$ cat src/rtl/bht_pkg.sv
// Shared definitions for branch-history predictor tables: counter encodings
// and the default PC width.
package bht_pkg;

    localparam int BHT_PC_W = 32;

    typedef enum logic [1:0] {
        BHT_SNT = 2'b00,
        BHT_WNT = 2'b01,
        BHT_WT  = 2'b10,
        BHT_ST  = 2'b11
    } bht_state_e;

    // Freshly allocated entries start weakly taken.
    localparam bht_state_e BHT_ALLOC = BHT_WT;

endpackage

$ cat src/rtl/bht_predictor_if.sv
// Fetch-lookup and commit-update signal bundle between the pipeline (master)
// and the branch history table (slave).
interface bht_predictor_if #(
    parameter int PC_W = 32
);

    logic [PC_W-1:0] lk_pc;
    logic            lk_hit;
    logic            lk_taken;
    logic [PC_W-1:0] lk_target;
    logic [1:0]      lk_state;

    logic            upd_en;
    logic [PC_W-1:0] upd_pc;
    logic [1:0]      upd_state;
    logic            upd_taken;
    logic [PC_W-1:0] upd_target;

    modport master (
        output lk_pc, upd_en, upd_pc, upd_state, upd_taken, upd_target,
        input  lk_hit, lk_taken, lk_target, lk_state
    );

    modport slave (
        input  lk_pc, upd_en, upd_pc, upd_state, upd_taken, upd_target,
        output lk_hit, lk_taken, lk_target, lk_state
    );

endinterface

$ cat src/rtl/bht_sat_counter.sv
// 2-bit saturating direction counter: next state from current state and the
// resolved outcome.
module bht_sat_counter
    import bht_pkg::*;
(
    input  logic [1:0] state,
    input  logic       taken,
    output logic [1:0] next_state
);

    always_comb begin
        // NOTE: default assigned first so every path drives next_state; no latch.
        next_state = state;
        if (taken && (state != BHT_ST)) begin
            next_state = state + 2'd1;
        end else if (!taken && (state != BHT_SNT)) begin
            next_state = state - 2'd1;
        end
    end

endmodule

$ cat src/rtl/bht_predictor.sv
// Direct-mapped branch history table with target storage, combinational
// fetch lookup, commit-time update and saturating performance counters.
module bht_predictor
    import bht_pkg::*;
#(
    parameter int IDX_W = 4,
    parameter int PC_W  = BHT_PC_W,
    parameter int CNT_W = 32
) (
    input  logic             clk,
    input  logic             rst_n,
    input  logic             clear,
    bht_predictor_if.slave   bus,
    output logic [CNT_W-1:0] branch_cnt,
    output logic [CNT_W-1:0] mispred_cnt
);

    localparam int ENTRIES = 1 << IDX_W;
    localparam int TAG_W   = PC_W - IDX_W - 2;

    logic             valid_q  [ENTRIES];
    logic [TAG_W-1:0] tag_q    [ENTRIES];
    logic [1:0]       state_q  [ENTRIES];
    logic [PC_W-1:0]  target_q [ENTRIES];

    logic [IDX_W-1:0] lk_idx, u_idx;
    logic [TAG_W-1:0] lk_tag, u_tag;
    logic             lk_match, u_hit, mispred;
    logic [1:0]       sat_next;
    logic             unused_pc_bits;

    assign lk_idx = bus.lk_pc[IDX_W+1:2];
    assign lk_tag = bus.lk_pc[PC_W-1:IDX_W+2];
    assign u_idx  = bus.upd_pc[IDX_W+1:2];
    assign u_tag  = bus.upd_pc[PC_W-1:IDX_W+2];
    assign unused_pc_bits = ^{bus.lk_pc[1:0], bus.upd_pc[1:0]};

    // Lookup reads the registered table only; same-cycle updates are not bypassed.
    assign lk_match      = valid_q[lk_idx] && (tag_q[lk_idx] == lk_tag);
    assign bus.lk_hit    = lk_match;
    assign bus.lk_state  = lk_match ? state_q[lk_idx]  : 2'b00;
    assign bus.lk_target = lk_match ? target_q[lk_idx] : '0;
    assign bus.lk_taken  = lk_match & state_q[lk_idx][1];

    assign u_hit = valid_q[u_idx] && (tag_q[u_idx] == u_tag);

    // Direction comes from the carried state; a taken miss always counts.
    always_comb begin
        mispred = 1'b0;
        if (bus.upd_state[1] != bus.upd_taken) begin
            mispred = 1'b1;
        end else if (bus.upd_taken && !u_hit) begin
            mispred = 1'b1;
        end else if (bus.upd_taken && u_hit && (target_q[u_idx] != bus.upd_target)) begin
            mispred = 1'b1;
        end
    end

    bht_sat_counter u_sat (
        .state      (bus.upd_state),
        .taken      (bus.upd_taken),
        .next_state (sat_next)
    );

    always_ff @(posedge clk or negedge rst_n) begin
        // NOTE: table lives in flops, not RAM, so reset and clear reach every entry.
        if (!rst_n) begin
            for (int i = 0; i < ENTRIES; i++) begin
                valid_q[i]  <= 1'b0;
                tag_q[i]    <= '0;
                state_q[i]  <= BHT_SNT;
                target_q[i] <= '0;
            end
        end else if (clear) begin
            for (int i = 0; i < ENTRIES; i++) begin
                valid_q[i] <= 1'b0;
            end
        end else if (bus.upd_en) begin
            if (u_hit) begin
                state_q[u_idx] <= sat_next;
                if (bus.upd_taken) begin
                    target_q[u_idx] <= bus.upd_target;
                end
            end else if (bus.upd_taken) begin
                valid_q[u_idx]  <= 1'b1;
                tag_q[u_idx]    <= u_tag;
                state_q[u_idx]  <= BHT_ALLOC;
                target_q[u_idx] <= bus.upd_target;
            end
        end
    end

    // Counters still count updates whose table write was dropped by clear.
    always_ff @(posedge clk or negedge rst_n) begin
        // NOTE: non-blocking so both counters sample pre-edge values.
        if (!rst_n) begin
            branch_cnt  <= '0;
            mispred_cnt <= '0;
        end else if (bus.upd_en) begin
            if (branch_cnt != '1) begin
                branch_cnt <= branch_cnt + CNT_W'(1);
            end
            if (mispred && (mispred_cnt != '1)) begin
                mispred_cnt <= mispred_cnt + CNT_W'(1);
            end
        end
    end

endmodule

$ cat src/flat_wrapper.sv
// flat-port wrapper written by rule: the top's interface ports become plain ports
module bht_predictor_flat import bht_pkg::*;
#(
    parameter int IDX_W = 4,
    parameter int PC_W  = BHT_PC_W,
    parameter int CNT_W = 32
)
  (clk, rst_n, clear, branch_cnt, mispred_cnt, bus_lk_pc, bus_upd_en, bus_upd_pc, bus_upd_state, bus_upd_taken, bus_upd_target, bus_lk_hit, bus_lk_taken, bus_lk_target, bus_lk_state);
  bht_predictor_if #(.PC_W(PC_W)) bus_i ();
  input  logic clk;
  input  logic rst_n;
  input  logic clear;
  output logic [CNT_W-1:0] branch_cnt;
  output logic [CNT_W-1:0] mispred_cnt;
  input wire logic [$bits(bus_i.lk_pc)-1:0] bus_lk_pc;
  input wire logic [$bits(bus_i.upd_en)-1:0] bus_upd_en;
  input wire logic [$bits(bus_i.upd_pc)-1:0] bus_upd_pc;
  input wire logic [$bits(bus_i.upd_state)-1:0] bus_upd_state;
  input wire logic [$bits(bus_i.upd_taken)-1:0] bus_upd_taken;
  input wire logic [$bits(bus_i.upd_target)-1:0] bus_upd_target;
  output wire logic [$bits(bus_i.lk_hit)-1:0] bus_lk_hit;
  output wire logic [$bits(bus_i.lk_taken)-1:0] bus_lk_taken;
  output wire logic [$bits(bus_i.lk_target)-1:0] bus_lk_target;
  output wire logic [$bits(bus_i.lk_state)-1:0] bus_lk_state;
  assign bus_i.lk_pc = bus_lk_pc;
  assign bus_i.upd_en = bus_upd_en;
  assign bus_i.upd_pc = bus_upd_pc;
  assign bus_i.upd_state = bus_upd_state;
  assign bus_i.upd_taken = bus_upd_taken;
  assign bus_i.upd_target = bus_upd_target;
  assign bus_lk_hit = bus_i.lk_hit;
  assign bus_lk_taken = bus_i.lk_taken;
  assign bus_lk_target = bus_i.lk_target;
  assign bus_lk_state = bus_i.lk_state;
  bht_predictor #(.IDX_W(IDX_W), .PC_W(PC_W), .CNT_W(CNT_W)) u_core (.clk(clk), .rst_n(rst_n), .clear(clear), .bus(bus_i), .branch_cnt(branch_cnt), .mispred_cnt(mispred_cnt));
endmodule
$ cat config.mk
export PLATFORM = sky130hd
export DESIGN_NAME = bht_predictor_flat
export DESIGN_NICKNAME = d
export VERILOG_FILES = /design/src/rtl/bht_pkg.sv /design/src/rtl/bht_predictor_if.sv /design/src/rtl/bht_sat_counter.sv /design/src/rtl/bht_predictor.sv /design/src/flat_wrapper.sv
export SDC_FILE = /design/constraint.sdc
export NUM_CORES = 2
export LEC_CHECK = 0
export ABC_CLOCK_PERIOD_IN_PS = 6400
export CAP_MARGIN = 20
export CORE_UTILIZATION = 55
export DETAILED_ROUTE_END_ITERATION = 6
export PLACE_DENSITY = 0.73
export SYNTH_ARGS = -nofsm -noshare
export SYNTH_HDL_FRONTEND = slang
export SYNTH_HIERARCHICAL = 1
export SYNTH_SLANG_ARGS = --single-unit
$ cat constraint.sdc
create_clock -name clk -period 6.4 [get_ports clk]
set_input_delay 0.96 -clock clk [delete_from_list [all_inputs] [get_ports clk]]
set_output_delay 0.96 -clock clk [all_outputs]
set_load 0.02 [all_outputs]
==> reports/summary.txt <==
outcome - finished clean
io pins - 203
Initial Utilization - 0.559
first-pass GRT wire length - 250,000 µm
Syn Std Cell Area - 56,300 µm²
syn avg cell area - 14.8 µm²
worst hold path class - in -> async
post-synth cell types - 68
WP buf/inv - 4
PwrDens - 285 nW/µm²
nets - 3,989
EDFF count, synth - 0
Synth Net Count - 3,914
clk_lat worst skew - 0.72 ns
pins over their slew limit - 0
WP data required - 5.44 ns
slowest stage cell, crit path - clkdlybuf4s50_1
fin crit share - 0.887
Worst Skew - 0.0288 ns
crit-path max FO - 35
layout cells sized above 1 - 0.467
met2 GRT Util - 0.509
vias in the first global route - 37,200
Filler Cells Inserted - 7,436
Max Fclk - 176 MHz
Worst Max-Slew Pin Slew - 1.02 ns
largest net degree at the start of global routing - 158
crit-path max cell delay - 0.61 ns
r2r setup slk - 2.21 ns
Critical Path End Type - primary output
WL per Instance - 31.0 µm
Critical Path, Cell by Cell - buf_8, buf_12, mux4_2, mux4_2, xnor2_1, nand4_1, nor4_2, buf_12, and3_1, clkdlybuf4s50_1
Max clock buf depth - 3
Detail Route Antenna Nets - 0
Core ar. - 101,000 µm²
initial antenna violation count - 10
GR Layer Usage met3 - 0.0740
GR peak layer - met2
Via Count - 36,400
die area - 104,000 µm²
Synth warnings - 6
hold_buf cts - 0
leading cell types in the layout, fill and taps excluded - dfrtp_1 (1,040), mux2_2 (963), mux4_2 (506)
CP Class - in -> out
total leakage power - 0.0281 µW
CTS tree - yes
CTS Sinks - 1,040
Detailed Route WL - 165,000 µm
minimum clock period - 5.67 ns
final core utilization - 0.634
Finish-stage setup viols - 0
post-cts sizing count - 0
Die Ht - 322 µm
drt initial violations - 3,907
#FFs+latches synth - 1,040
stages on the worst setup path - 10
clk slew on worst S/H paths - 0.06 ns
Post-synth top flop - dfrtp_1
Rows - 116
Seq/Total Area, Yosys - 0.462
maxcap violations - 0
Startpoint Class - input pin
postcts setup bufs - 0
Worst Path Arrival - 4.71 ns
number of CTS-inserted buffers - 113
setup TNS - 0 ns
Total GRT Usage - 0.326
Post-Syn Instances - 3,807
r2r worst-path depth - 11
CTS HTree Levels - 3
CTS Root Cell - clkbuf_16
die extent in x - 322 µm
Post-DP HPWL - 102,000 µm
RSZ-0062 raised after global routing - false
reg2reg start - u_core/tag_q[156]$_DFFE_PN0P_
Via density - 6.83
GP Congestion - 0.895
cell family contributing the most delay on the critical path - buffers and inverters
Slew HR - 0.322
most common cell after layout, fill and taps aside - dfrtp_1
grt ovf - 0
worst r2r dst - u_core/tag_q[4]$_DFFE_PN0P_
PortBufs - 198
ys async rst share - 1.00
Max VDD drop - 292 µV
Pre-antenna DRT Iters - 5
Layout Area Growth over Synthesis - 13.4%
met1 Usage GRT - 0.450
final hold viol count - 0
DRC violation count after routing - 0
[cells by family (layout without fill, tap and decap cells)]
group,Yosys count,after routing,synth area share
AND/OR/NAND/NOR,393,393,0.0351
buffers and inverters,412,576,0.0354
AO/OA/AOI/OAI,244,244,0.0306
XOR/XNOR,134,134,0.0208
other,0,2,0
adder cells (fa/ha/maj),4,4,0.000889
flip-flops,1040,1040,0.462
multiplexers,1580,1580,0.415
[worst max path at each step]
stage | slack, ns | end | from
floorplan | 0.88 | bus_lk_state[1] | bus_lk_pc[2]
global placement | 0.75 | bus_lk_target[28] | bus_lk_pc[2]
detailed placement | 0.71 | bus_lk_taken | bus_lk_pc[2]
CTS | 0.71 | bus_lk_taken | bus_lk_pc[2]
global route | 0.53 | bus_lk_taken | bus_lk_pc[2]
finish | 0.73 | bus_lk_target[23] | bus_lk_pc[2]
[final cells by class]
cell class                      instances  area, µm²  area share
Antenna cell                            2       5.00   0.0000784
Clock buffer                          170       3430      0.0537
Clock inverter                         34        526     0.00823
Inverter                               33        124     0.00194
Multi-Input combinational cell       2355      28500       0.446
Sequential cell                      1040      26000       0.408
Tap cell                             1357       1700      0.0266
Timing Repair Buffer                  339       3560      0.0557
[report_power, final]
| part | leakage [µW] | total (µW) | switching (µW) | internal [µW] |
|---|---|---|---|---|
| Clock | 0.00196 | 6910 | 2760 | 4160 |
| Combinational | 0.0122 | 3180 | 1370 | 1810 |
| Sequential | 0.0139 | 8100 | 674 | 7420 |
[sequential cells by signal, summed over array words and instances (netlist names)]
signal and count:
u_core/target_q 512, u_core/valid_q 16, u_core/branch_cnt 32, u_core/state_q 32
u_core/mispred_cnt 32, u_core/tag_q 416
[through the flow]
step / setup WS, ns / cells / hold WS [ns] / instance area [µm²] / total power (µW)
after global routing: 0.528 / 5329 / 0.276 / 63800 / 18800
after detailed placement: 0.713 / 5124 / 0.479 / 59900 / 11300
after floorplan: 0.883 / 3807 / 0.459 / 56300 / 10200
after CTS: 0.709 / 5328 / 0.268 / 63800 / 18200
final: 0.725 / 5330 / 0.245 / 63800 / 18200
after global placement: 0.753 / 5123 / 0.469 / 59800 / 11200
[worst reg2reg max path, delay by kind of cell (launching register included)]
kind	cells	cell delay, ns
buffers and inverters	2	0.61
muxes	2	0.81
xor gates and xnor gates	1	0.14
AOI/OAI and AO/OA	2	0.50
and+or+nand+nor	4	1.59
DFF	1	0.41
[per-layer routing]
layer  share of wire  vias to the layer above
li1                -                    14700
met1            0.40                    19700
met2            0.48                     1608
met3           0.082                      388
met4           0.039                       16
met5         0.00059                        -
[synth_stat cells (4+ instances only)]
cell | instances | area, µm²
mux2_2 | 963 | 10800
nor3_1 | 17 | 85.1
mux2i_1 | 109 | 1090
nand2_1 | 90 | 338
nand3_1 | 43 | 215
nor2b_1 | 13 | 81.3
o21ai_0 | 64 | 320
buf_4 | 31 | 233
a21oi_1 | 15 | 75.1
buf_2 | 55 | 275
buf_6 | 26 | 293
a2111oi_0 | 7 | 61.3
o31ai_1 | 4 | 30.0
ha_1 | 4 | 50.1
buf_1 | 50 | 188
nand2b_1 | 28 | 175
o21a_1 | 11 | 82.6
a22o_1 | 14 | 123
and2_1 | 8 | 50.1
a221oi_1 | 17 | 149
mux4_2 | 506 | 11400
o22ai_1 | 34 | 213
or3_1 | 7 | 43.8
a22oi_1 | 24 | 180
nand4_1 | 25 | 156
xor2_1 | 35 | 307
inv_1 | 32 | 120
o2bb2ai_1 | 4 | 35.0
a221o_1 | 5 | 50.1
nor2_1 | 85 | 319
a2bb2oi_1 | 11 | 96.3
o2111ai_1 | 4 | 35.0
nor4_1 | 5 | 31.3
clkbuf_1 | 211 | 792
and4_1 | 4 | 35.0
xnor2_1 | 99 | 867
dfrtp_1 | 1040 | 26000
and3_1 | 58 | 363
(Power assumes the default switching activity.)
